<file path="src/rtl/pipeline_hazard_ctrl_pkg.sv">
// Shared constants for the 16-bit RISC hazard controller: FSM encoding, bubble IR, LM/SM opcodes.
// Pure definitions; no timing or flow-control behaviour of its own.
package pipeline_hazard_ctrl_pkg;

  localparam logic STATE_RUN  = 1'b0;
  localparam logic STATE_LMSM = 1'b1;

  localparam logic [15:0] NOP_IR = 16'hF000;

  localparam logic [3:0] OPC_LM = 4'b0110;
  localparam logic [3:0] OPC_SM = 4'b0111;

  function automatic logic is_lmsm_op(input logic [3:0] opc);
    return (opc == OPC_LM) || (opc == OPC_SM);
  endfunction

  function automatic logic [7:0] bit_mask8(input logic [2:0] idx);
    return 8'b0000_0001 << idx;
  endfunction

endpackage

</file>
<file path="src/rtl/pipeline_hazard_ctrl_lowest_bit_enc.sv">
// Lowest-set-bit encoder: 8-bit vector to 3-bit index plus valid.
// Purely combinational, zero latency; no flow control.
module lowest_bit_enc (
  input  logic [7:0] vec_i,
  output logic [2:0] idx_o,
  output logic       vld_o
);

  always_comb begin
    idx_o = 3'd0;
    // Scanning downward lets the lowest set bit win.
    for (int i = 7; i >= 0; i--) begin
      if (vec_i[i]) idx_o = 3'(i);
    end
    vld_o = |vec_i;
  end

endmodule

</file>
<file path="src/rtl/pipeline_hazard_ctrl.sv">
// Pipeline hazard/sequencing controller: redirect flushes, load-use stall, LM/SM micro-op expansion.
// Mealy outputs (same cycle as inputs); state, remaining mask and stall counter update on clk.
module pipeline_hazard_ctrl
  import pipeline_hazard_ctrl_pkg::*;
(
  input  logic        clk_i,
  input  logic        rst_n_i,
  input  logic [2:0]  id_src1_i,
  input  logic [2:0]  id_src2_i,
  input  logic        id_uses_src1_i,
  input  logic        id_uses_src2_i,
  input  logic        id_is_lmsm_i,
  input  logic [7:0]  id_mask_i,
  input  logic        ex_is_load_i,
  input  logic        ex_writes_rf_i,
  input  logic [2:0]  ex_dest_i,
  input  logic        ex_branch_taken_i,
  input  logic        wb_r7_write_i,
  output logic        pc_write_o,
  output logic        if_id_hold_o,
  output logic        id_ex_hold_o,
  output logic        if_id_flush_o,
  output logic        id_ex_flush_o,
  output logic        ex_mem_flush_o,
  output logic        mem_wb_flush_o,
  output logic [2:0]  lmsm_idx_o,
  output logic        lmsm_active_o,
  output logic [15:0] stall_cycles_o
);

  logic        state_q, state_d;
  logic [7:0]  rem_q, rem_d;
  logic [15:0] stall_q, stall_d;

  logic [2:0]  id_idx, rem_idx;
  logic        id_vld, rem_vld;
  logic        load_use;

  lowest_bit_enc u_enc_id (
    .vec_i (id_mask_i),
    .idx_o (id_idx),
    .vld_o (id_vld)
  );

  lowest_bit_enc u_enc_rem (
    .vec_i (rem_q),
    .idx_o (rem_idx),
    .vld_o (rem_vld)
  );

  assign load_use = ex_is_load_i & ex_writes_rf_i &
                    ((id_uses_src1_i & (id_src1_i == ex_dest_i)) |
                     (id_uses_src2_i & (id_src2_i == ex_dest_i)));

  always_comb begin
    pc_write_o     = 1'b1;
    if_id_hold_o   = 1'b0;
    id_ex_hold_o   = 1'b0;
    if_id_flush_o  = 1'b0;
    id_ex_flush_o  = 1'b0;
    ex_mem_flush_o = 1'b0;
    mem_wb_flush_o = 1'b0;
    lmsm_idx_o     = 3'd0;
    lmsm_active_o  = 1'b0;
    state_d        = state_q;
    rem_d          = rem_q;

    // The current micro-op stays visible through a load-use stall so it is re-presented next cycle.
    if (state_q == STATE_LMSM) begin
      lmsm_idx_o    = rem_idx;
      lmsm_active_o = rem_vld;
    end else if (id_is_lmsm_i && id_vld) begin
      lmsm_idx_o    = id_idx;
      lmsm_active_o = 1'b1;
    end

    if (wb_r7_write_i) begin
      if_id_flush_o  = 1'b1;
      id_ex_flush_o  = 1'b1;
      ex_mem_flush_o = 1'b1;
      mem_wb_flush_o = 1'b1;
      lmsm_idx_o     = 3'd0;
      lmsm_active_o  = 1'b0;
      state_d        = STATE_RUN;
      rem_d          = 8'd0;
    end else if (ex_branch_taken_i) begin
      if_id_flush_o  = 1'b1;
      id_ex_flush_o  = 1'b1;
      lmsm_idx_o     = 3'd0;
      lmsm_active_o  = 1'b0;
      state_d        = STATE_RUN;
      rem_d          = 8'd0;
    end else if (load_use) begin
      pc_write_o     = 1'b0;
      if_id_hold_o   = 1'b1;
      id_ex_flush_o  = 1'b1;
    end else if (state_q == STATE_LMSM) begin
      rem_d = rem_q & ~bit_mask8(rem_idx);
      if (rem_d != 8'd0) begin
        pc_write_o   = 1'b0;
        if_id_hold_o = 1'b1;
      end else begin
        state_d = STATE_RUN;
      end
    end else if (id_is_lmsm_i) begin
      if (!id_vld) begin
        id_ex_flush_o = 1'b1;
      end else begin
        rem_d = id_mask_i & ~bit_mask8(id_idx);
        if (rem_d != 8'd0) begin
          pc_write_o   = 1'b0;
          if_id_hold_o = 1'b1;
          state_d      = STATE_LMSM;
        end
      end
    end
  end

  assign stall_d        = (!pc_write_o && (stall_q != 16'hFFFF)) ? stall_q + 16'd1 : stall_q;
  assign stall_cycles_o = stall_q;

  always_ff @(posedge clk_i or negedge rst_n_i) begin
    if (!rst_n_i) begin
      state_q <= STATE_RUN;
      rem_q   <= 8'd0;
      stall_q <= 16'd0;
    end else begin
      state_q <= state_d;
      rem_q   <= rem_d;
      stall_q <= stall_d;
    end
  end

endmodule

</file>
<file path="config.mk">
export PLATFORM = sky130hd
export DESIGN_NAME = pipeline_hazard_ctrl
export DESIGN_NICKNAME = d
export VERILOG_FILES = /design/src/rtl/pipeline_hazard_ctrl_pkg.sv /design/src/rtl/pipeline_hazard_ctrl_lowest_bit_enc.sv /design/src/rtl/pipeline_hazard_ctrl.sv
export SDC_FILE = /design/constraint.sdc
export NUM_CORES = 1
export LEC_CHECK = 0
export ABC_AREA = 1
export CORE_MARGIN = 4
export CORE_UTILIZATION = 44
export DETAILED_ROUTE_END_ITERATION = 8
export GPL_TIMING_DRIVEN = 0
export HOLD_SLACK_MARGIN = 0.08
export PLACE_DENSITY = 0.77
export SETUP_SLACK_MARGIN = 0.05
export SYNTH_ARGS = -nofsm -noshare
export SYNTH_HDL_FRONTEND = slang
export SYNTH_SLANG_ARGS = --single-unit
export TNS_END_PERCENT = 30
</file>
<file path="constraint.sdc">
create_clock -name clk_i -period 1.6 [get_ports clk_i]
set_input_delay 0.32 -clock clk_i [delete_from_list [all_inputs] [get_ports clk_i]]
set_output_delay 0.32 -clock clk_i [all_outputs]
set_load 0.05 [all_outputs]
</file>
==> flow_metrics.py <==
metrics = {
    "detailed_routing": {
        "drt.antenna.violating_nets": 0,
        "first_pass_iters": 4,
        "drt_iter0_drc": 230,
        "drc": 0,
        "wl_um": 6340,
        "via_per_inst": 5.32,
        "vias": 2348,
        "wl_per_cell_um": 14.4,
    },
    "global_routing": {
        "grt_max_degree": 26,
        "gr-usage-met2": 0.368,
        "grt_busiest_layer": "met2",
        "gr-usage-met3": 0.0334,
        "met1_usage": 0.275,
        "grt_pass1_wl_um": 9420,
        "grt_pass1_vias": 2112,
        "grt_overflow": 0,
        "groute.usage.overall": 0.211,
        "antenna_found_initial": 0,
    },
    "synth": {
        "yosysSeqAreaShare": 0.314,
        "syn_inst": 304,
        "synth_top_area_cell": "dfrtp_1",
        "synth_top_area_frac": 0.314,
        "ys_top_cells_by_count": "93 x nand2_1, 40 x inv_1, 26 x nor2_1",
        "yosysMostFrequentCell": "nand2_1",
        "synth_cell_type_count": 31,
        "ys.warnings.count": 0,
        "syn-cell-area_mm2": 0.00199,
        "synth-edff-count": 0,
        "syn-num-nets": 331,
        "ys_ff_latch": 25,
        "async_reset_ff_frac": 1.00,
        "synth_flop_cell": "dfrtp_1",
        "synth.area.top_cells": "dfrtp_1 31%, nand2_1 18%, inv_1 7.5%, nand4_1 7.2%, nor2_1 4.9%",
        "postSynthAreaPerCell_um2": 6.55,
    },
    "power": {
        "p_sw_frac": 0.408,
        "p_switching_uw": 810,
        "clockPowerShare": 0.187,
        "power_uw": 1980,
        "internal_power_uw": 1170,
        "ir_drop_mv": 0.775,
        "combPwrFrac": 0.425,
        "pwr-share-seq": 0.387,
        "power_density_mw_per_mm2": 642,
        "leakage_uw": 0.00153,
    },
    "critical_path": {
        "crit_type": "flip-flop to output pin",
        "worst_setup_path_start_kind": "flip-flop",
        "path_max_fanout": 3,
        "cp.required_ns": 1.28,
        "worstPathArrival_ns": 2.01,
        "critPathCaptureType": "output pin",
        "reg2reg_depth": 17,
    },
    "clock_network": {
        "numCtsBuffers": 3,
        "clock_latency_ns": 0.27,
        "clkTransAtPathRegs_ns": 0.09,
        "clockRootBuffer": "clkbuf_8",
        "cts-htree-levels": 1,
        "clk_path_buf_depth": 2,
        "cts_sinks": 25,
        "hold_buffers": 0,
        "cts_tree": "yes",
    },
    "floorplan": {
        "core_area_mm2": 0.00435,
        "rows": 24,
        "start_util": 0.457,
        "fp.dieH_um": 75.3,
        "pin_count": 53,
        "die_w_um": 75.3,
        "die_area_mm2": 0.00566,
    },
    "placed_design": {
        "hpwl_um": 4200,
        "dp_slack_ns": -1.64,
        "port_buffers": 51,
        "place_area_mm2": 0.00265,
        "gp_congestion": 0.915,
    },
    "final_layout": {
        "fin_nets": 417,
        "design_area_mm2": 0.00309,
        "syn_to_final_growth_pct": 55.2,
        "layout-drive-gt1-share": 0.298,
        "antenna_cells": 0,
    },
    "sta": {
        "finalWorstSetupSlack_ns": -0.732,
        "tightest_slew_ns": 1.14,
        "post-route-min-period_ns": 2.33,
        "finalCritPeriodShare": 1.46,
        "fmax_ghz": 0.429,
        "final_max_slew_viol_count": 0,
        "setup_viol": 24,
        "rsz0062_at_grt": "true",
        "max_slew_margin": 0.238,
        "holdWs_ns": 0.267,
        "skew_ns": 0.00841,
        "hold_viol": 0,
    },
    "outcome": {
        "violations": "negative setup slack",
        "outcome": "finished with violations",
    },
    "job": {
        "cap_violations": 0,
    },
    "worst_hold_path": {
        "hp-class": "primary input to asynchronous set/reset pin",
    },
}
power by group through the flow:
stage / Sequential [µW] / Combinational, µW / Clock, µW
floorplan: 915 / 332 / 0
global route: 776 / 903 / 408
finish: 769 / 844 / 372
CTS: 764 / 775 / 387
global placement: 775 / 730 / 0
detailed placement: 777 / 744 / 0
worst paths after layout:
check	startpoint	end	slack, ns
setup / recovery	rem_q[5]	if_id_hold_o	-0.73
hold / removal	rst_n_i	stall_cycles_o[13]	0.27
setup reg to reg	rem_q[0]	stall_cycles_o[6]	-0.58
hold reg to reg	stall_cycles_o[9]	stall_cycles_o[9]	0.52
max in group asynchronous	rst_n_i	stall_cycles_o[7]	0.57
min in group clk_i	id_mask_i[5]	rem_q[5]	0.51
metrics by stage:
stage / setup TNS [ns] / util / cells
CTS: -11.42 / 0.661 / 424
detailed placement: -32.29 / 0.609 / 407
floorplan: -3.95 / - / 304
global placement: -30.48 / 0.609 / 407
finish: -11.67 / 0.710 / 441
global route: -15.33 / 0.710 / 441
cells by family after synthesis:
family                     after synthesis  share of synthesized area
buffers and inverters                   50                      0.106
adders and majority gates                1                    0.00628
and+or+nand+nor                        179                      0.408
xor gates and xnor gates                17                     0.0748
AOI/OAI and AO/OA                       31                     0.0893
other                                    1                    0.00188
DFF                                     25                      0.314
cell type report:
cell class / instances / area [µm²]
buffer: 10 / 90.1
clock buffer: 4 / 45.0
fill: 348 / 1260
inverter: 40 / 161
multi-input combinational: 229 / 1330
sequential: 25 / 632
tap: 52 / 65.1
timing repair buffer: 81 / 764
worst max-delay path, stage by stage (launching register included):
cell	delay, ns
dfrtp_1	0.41
nor2_2	0.13
nand2_1	0.09
nand2_1	0.12
nand4_1	0.16
nand2_1	0.10
nand2_1	0.07
nor2_2	0.12
nor2_1	0.06
nor2_2	0.12
nand2_4	0.09
nand2_8	0.07
clkinvlp_4	0.07
buf_6	0.15
layout by cell type (no fill, tap or decap), drive strengths merged, types with 12 or more instances in the layout:
cell type / count
buf: 51
clkbuf: 12
dfrtp: 25
inv: 39
nand2: 96
nand3: 18
nand4: 23
nor2: 32
o21ai: 13
flip-flops by register name, indices dropped and copies added (netlist names):
name,cells
rem_q,8
stall_cycles_o,16
state_q,1
layer usage:
layer  vias up  routed length (µm)  part of all wire
met2        87                3310              0.52
met5         -                   0                 0
met3        16                 303             0.048
li1       1159                   -                 -
met4         0                 127             0.020
met1      1086                2600              0.41
repair_timing:
action / CTS / global route
setup buffers: 13 / 16
gates cloned: 0 / 1
resized for setup: 157 / 38
endpoints found under the setup margin: 51 / 54
pin swaps: 18 / 13
Note: power is estimated with default switching activity, not from simulation.
